File: src/rtl/message_loader.sv
// message_loader: byte-stream front end for the memory-encrypt controller.
// Accepts a message over valid/ready, writes it into the 16x8 message memory
// from address 0, zero-terminates short messages, launches the encrypt pass
// with a one-cycle encrypt_start and reports load_done once it finishes.
//
// Optional build macro: MESSAGE_LOADER_ZERO_FILL_EN
//   When defined, addresses past the terminator are cleared to zero (FILL
//   state) before the encrypt pass starts, so no stale bytes survive.

module message_loader (
    input  logic       clock,
    input  logic       reset,
    input  logic       in_valid,
    input  logic [7:0] in_data,
    input  logic       in_last,
    output logic       in_ready,
    output logic       mem_we,
    output logic [3:0] mem_addr,
    output logic [7:0] mem_wdata,
    output logic       encrypt_start,
    input  logic       encrypt_done,
    output logic       load_done,
    output logic [4:0] msg_len,
    input  logic       restart
);

    typedef enum logic [2:0] {
        S_RESET,
        S_LOAD,
        S_TERM,
        S_START,
        S_WAIT,
        S_DONE
`ifdef MESSAGE_LOADER_ZERO_FILL_EN
        , S_FILL
`endif
    } state_t;

    state_t     state;
    logic [4:0] count;   // payload bytes accepted, terminator excluded
`ifdef MESSAGE_LOADER_ZERO_FILL_EN
    logic [3:0] fill_addr;
`endif

    // State and byte counter; reset wins over everything and leaves memory as-is
    always_ff @(posedge clock) begin
        if (reset) begin
            state <= S_RESET;
            count <= 5'd0;
`ifdef MESSAGE_LOADER_ZERO_FILL_EN
            fill_addr <= 4'd0;
`endif
        end else begin
            case (state)
                S_RESET: begin
                    count <= 5'd0;
                    state <= S_LOAD;
                end
                S_LOAD: begin
                    if (in_valid) begin
                        if (in_data == 8'd0) begin
                            // zero byte is itself the terminator; in_last is moot
                            state <= S_START;
                        end else begin
                            count <= count + 5'd1;
                            if (count == 5'd15)
                                state <= S_START;   // full memory, no terminator
                            else if (in_last)
                                state <= S_TERM;
                        end
                    end
                end
                S_TERM: begin
`ifdef MESSAGE_LOADER_ZERO_FILL_EN
                    if (count < 5'd15) begin
                        fill_addr <= count[3:0] + 4'd1;
                        state     <= S_FILL;
                    end else begin
                        state <= S_START;
                    end
`else
                    state <= S_START;
`endif
                end
`ifdef MESSAGE_LOADER_ZERO_FILL_EN
                S_FILL: begin
                    if (fill_addr == 4'd15)
                        state <= S_START;
                    else
                        fill_addr <= fill_addr + 4'd1;
                end
`endif
                S_START: state <= S_WAIT;
                S_WAIT: begin
                    if (encrypt_done)
                        state <= S_DONE;
                end
                S_DONE: begin
                    if (restart) begin
                        count <= 5'd0;
                        state <= S_LOAD;
                    end
                end
                default: state <= S_RESET;
            endcase
        end
    end

    // Outputs decoded from state (plus the handshake while loading)
    always_comb begin
        in_ready      = 1'b0;
        mem_we        = 1'b0;
        mem_addr      = 4'd0;
        mem_wdata     = 8'd0;
        encrypt_start = 1'b0;
        load_done     = 1'b0;
        case (state)
            S_LOAD: begin
                in_ready  = 1'b1;
                mem_we    = in_valid;
                mem_addr  = count[3:0];
                mem_wdata = in_data;
            end
            S_TERM: begin
                mem_we   = 1'b1;
                mem_addr = count[3:0];
            end
`ifdef MESSAGE_LOADER_ZERO_FILL_EN
            S_FILL: begin
                mem_we   = 1'b1;
                mem_addr = fill_addr;
            end
`endif
            S_START: encrypt_start = 1'b1;
            S_DONE:  load_done     = 1'b1;
            default: ;
        endcase
    end

    assign msg_len = count;

endmodule

File: config.mk
export PLATFORM = sky130hd
export DESIGN_NAME = message_loader
export DESIGN_NICKNAME = d
export VERILOG_FILES = /design/src/rtl/message_loader.sv
export SDC_FILE = /design/constraint.sdc
export NUM_CORES = 1
export LEC_CHECK = 0
export BUFFER_PORTS_ARGS = -buffer_cell sky130_fd_sc_hd__clkbuf_2
export CORE_UTILIZATION = 45
export DETAILED_ROUTE_END_ITERATION = 16
export HOLD_SLACK_MARGIN = 0.05
export PLACE_DENSITY = 0.81
export SETUP_SLACK_MARGIN = 0.1
export SLEW_MARGIN = 30
export SYNTH_ARGS = -nofsm -noshare
export SYNTH_HDL_FRONTEND = slang
export SYNTH_SLANG_ARGS = --single-unit
File: constraint.sdc
create_clock -name clock -period 3.1 [get_ports clock]
set_clock_uncertainty 0.2 [all_clocks]
set_input_delay 0.465 -clock clock [delete_from_list [all_inputs] [get_ports clock]]
set_output_delay 0.465 -clock clock [all_outputs]
set_load 0.02 [all_outputs]
---- Word level (Yosys, flattened, before mapping) ----
Index checks and enable logic that the tools add are counted.
word-level totals
  register bits ........................... 8
  input bits .............................. 14
  logic and storage cells ................. 37
cells by class
  add/subtract/negate cells ............... 1
  equal/unequal tests ..................... 11
  mux-type cells .......................... 17
  reductions and logical operators ........ 6
operator list
  kind                                                             count
  3-bit 2-to-1 mux                                                 6
  3-bit case mux with 6 select lines                               1
  5-bit 2-to-1 mux                                                 3
  5-bit case mux with 3 select lines                               1
  8-bit logical NOT                                                1
  8-bit 2-to-1 mux                                                 1
  2-bit != test, second input constant                             4
  4-bit AND reduction                                              2
  3-bit by 2-bit == test with 1-bit output, second input constant  2
  3-bit == test, second input constant                             2
  5-bit by 1-bit adder with 5-bit output, second input constant    1
  5-bit by 4-bit == test with 1-bit output, second input constant  1
  4-bit 2-to-1 mux                                                 1
  4-bit != test, second input constant                             1
  3-bit by 1-bit == test with 1-bit output, second input constant  1
  3-bit logical NOT                                                1
  1-bit 2-to-1 mux                                                 3
  3-bit nonzero test                                               1
  1-bit case mux with 2 select lines                               1
  2-bit OR reduction                                               1

---- Logic depth before layout (Yosys ltp) ----
  depth in word-level cells ............... 5
  depth in mapped cells ................... 6

---- Least setup slack after synthesis ----
Ideal clock, no wire load.
  path kind ............................... reg2reg
  start ................................... register count[0], in the netlist msg_len[0]
  end ..................................... register state[0]
  library setup time ...................... 0.086 ns
  arrival time ............................ 1.703 ns
  required time ........................... 2.814 ns
  slack ................................... 1.111 ns
  stages on the path, launching flop included .. 7
  path buffers ............................ 0
  period minus slack after synthesis ...... 1.989 ns
  path through ............................ dfxtp_1 -> ha_1 -> and3_1 -> ha_1 -> a2111oi_2 -> a21oi_1 -> a221oi_2
between the ends
  longest elaborated chain between the ends .. 5
RTL lines
  element                                     RTL line  text
  start: declaration                          40        logic [4:0] count;
  start signal: assignment                    65        count <= count + 5'd1;
  5-bit by 4-bit == test with 1-bit output *  66        if (count == 5'd15)
  3-bit 2-to-1 mux                            66
  3-bit 2-to-1 mux                            61        if (in_data == 8'd0) begin
  3-bit 2-to-1 mux                            60        if (in_valid) begin
  3-bit case mux with 6 select lines          54        case (state)
  end signal: assignment                      57        state <= S_LOAD;
  end signal: assignment                      63        state <= S_START;
  end signal: assignment                      67        state <= S_START;
  end: declaration                            39        state_t state;
Mark *: on every way between the ends. The rest lies on a longest branch, timed or not. The select of a mux whose other input is x is not followed.
A chain may end at the register's enable or synchronous reset.

---- Worst setup path after layout ----
  start ................................... register state[0]
  end ..................................... output port mem_wdata[0]
between the ends
  longest elaborated chain between the ends .. 2
RTL lines
  element                                   RTL line  text
  start signal: assignment                  48        state <= S_RESET;
  start signal: assignment                  57
  start signal: assignment                  63
  3-bit by 1-bit == test with 1-bit output  117       case (state)
  8-bit 2-to-1 mux                          117
  end: declaration                          19        output logic [7:0] mem_wdata,
Every way passes these cells.

==> results.cfg <==
[finish]
areaGrowthSynthToFinish_pct = 32.54
postLayoutCellArea_sq_um = 830.8
drive_gt1_share_pct = 36.21
final_util_pct = 63.85
diodes = 0
layout.nets = 134

[outcome]
status = complete, no violations

[pwr]
irDropWorstVdd_mv = 0.2610
p_leak_nw = 0.3982
power_uw = 285.4
power.density_nw_per_um2 = 343.5

[routing]
postRouteAntennaNets = 0
vias = 749
wl_per_cell_microns = 11.62
drtIter0Drc = 25
drcViolationCount = 0
first_pass_iters = 4
vias_per_cell = 5.718
drt_wl_total_microns = 1522

[grt]
track_usage_pct = 21.88
grt_pass1_vias = 551
antenna_found_initial = 0
grt-ovfl-total = 0
grt_max_degree = 13
grt_pass1_wl_microns = 2187

[logic_synthesis]
synth_seq_cells = 8
yosys_most_used_dff = dfxtp_1
synth.yosys.seq_area_share_pct = 25.55
syn_inst = 81
syn_area_sq_um = 626.9
synth_nets = 97
synth_edf_count = 0
ys_types = 30
synth_warnings = 0
synthArstFlopShare_pct = 0
syn_avg_cell_area_sq_um = 7.739

[clock_network]
insertion_delay_ps = 250
path_clk_slew_ps = 50
cts_resized = 0
cts.sinks = 8
cts_setup_buffers = 0
cts_tree = built
hold_buffers = 0
clockBufferDepth = 2
root_buffer = clkbuf_4
cts_max_level = 1
numCtsBuffers = 3

[floorplan]
die-area_sq_um = 1546
die_w_microns = 39.32
rows = 13
core_sq_um = 1301
start_util_pct = 48.17
ioPinCount = 35
die_y_microns = 39.32

[place]
portBuffers = 34
hpwl_microns = 1223
place_ws_ps = 958.6
placed_area_sq_um = 808.3
place_congestion = 0.8923

[critical_path]
critPathBufInv = 2
crit_path_max_incr_delay_ps = 500
start_kind = flip-flop
rrSetupSlack_ps = 1010
path_delay_family = simple AND/OR/NAND/NOR gates
path_max_fanout = 12
path_cells = or3b_4, inv_1, and2_1, clkbuf_2
slowest_stage = dfxtp_1
cp.required_ps = 2430
arrival_ps = 1730
cp-end-kind = output port
worstSetupPathType = flip-flop to output port

[timing]
worstMarginPinSlew_ps = 685.5
worst_slack_ps = 700.5
min_period_ps = 2399
finalSetupTns_ps = 0
finalHoldViolations = 0
slew_headroom_pct = 53.88
setup_viol = 0
max_freq_mhz = 416.8
final_max_slew_viol_count = 0
rsz0062_at_grt = no
finalCritPeriodShare_pct = 77.40

[flow_run]
max_cap_violations = 0

[worst_hold_path]
hold_class = flip-flop to flip-flop
## cell type report
| type | instances | area, sq um |
|---|---|---|
| Tap cell | 15 | 18.77 |
| Multi-Input combinational cell | 68 | 447.9 |
| Fill cell | 118 | 470.5 |
| Timing Repair Buffer | 34 | 170.2 |
| Clock buffer | 3 | 22.52 |
| Sequential cell | 8 | 160.2 |
| Inverter | 3 | 11.26 |
## state kept, by name, indices dropped and copies added (netlist names)
signal / count
state: 3
msg_len: 5
## cells in the final DEF, fill, tap and decap left out, types with 2 or more instances in the layout
master / n
a21oi_1: 7
and2_1: 14
and3_1: 2
clkbuf_2: 34
clkbuf_4: 3
dfxtp_1: 8
ha_1: 2
inv_1: 3
nand2_1: 2
nand2b_1: 4
nand3_1: 4
nand4_1: 2
nor2_1: 5
nor3_1: 2
nor4_1: 2
o21ai_0: 6
or4_1: 2
## worst paths after layout
path         startpoint      endpoint  depth (start not counted)
max            state[0]  mem_wdata[0]                          4
min          msg_len[4]    msg_len[4]                          2
max reg2reg  msg_len[0]      state[0]                          6
min reg2reg  msg_len[4]    msg_len[4]                          2
## stage by stage
stage | std cells | hold slack (ps)
2_1_floorplan | 81 | 361.7
3_5_place_dp | 128 | 294.0
5_1_grt | 131 | 319.7
4_1_cts | 131 | 303.8
3_3_place_gp | 128 | 274.7
6_report | 131 | 308.9
## layer usage
layer	track usage, %	up-vias	share of wire, %
met3	3.409	4	8.4
met5	0	-	0
met4	20.69	0	2.5
met2	32.92	40	48
met1	25.95	333	41
li1	-	372	-
## cells by family (layout without fill, tap and decap cells)
group	after synthesis	count (layout)	synth area share, %
compound gates	19	19	21.56
fa+ha+maj	2	2	3.991
buf+inv	5	40	2.994
flops	8	8	25.55
simple gates	47	47	45.91
## cell usage after synthesis (3+ instances only)
cell      count  area, sq um
and2_1       14        87.58
dfxtp_1       8        160.2
a21oi_1       7        35.03
o21ai_0       6        30.03
nor2_1        5        18.77
nand2b_1      4        25.02
nand3_1       4        20.02
inv_1         3        11.26
## power by group
group / switching (mW) / internal [mW]
logic: 0.0567 / 0.0386
clock network: 0.0303 / 0.0439
registers: 0.00827 / 0.108
## worst register-to-register path, stage by stage (launching register included)
cell       delay, ps
dfxtp_1          350
ha_1             250
and3_1           200
ha_1             200
a2111oi_2        460
a21oi_1          100
a221oi_2         250
Power figures use the tool's default switching activity.
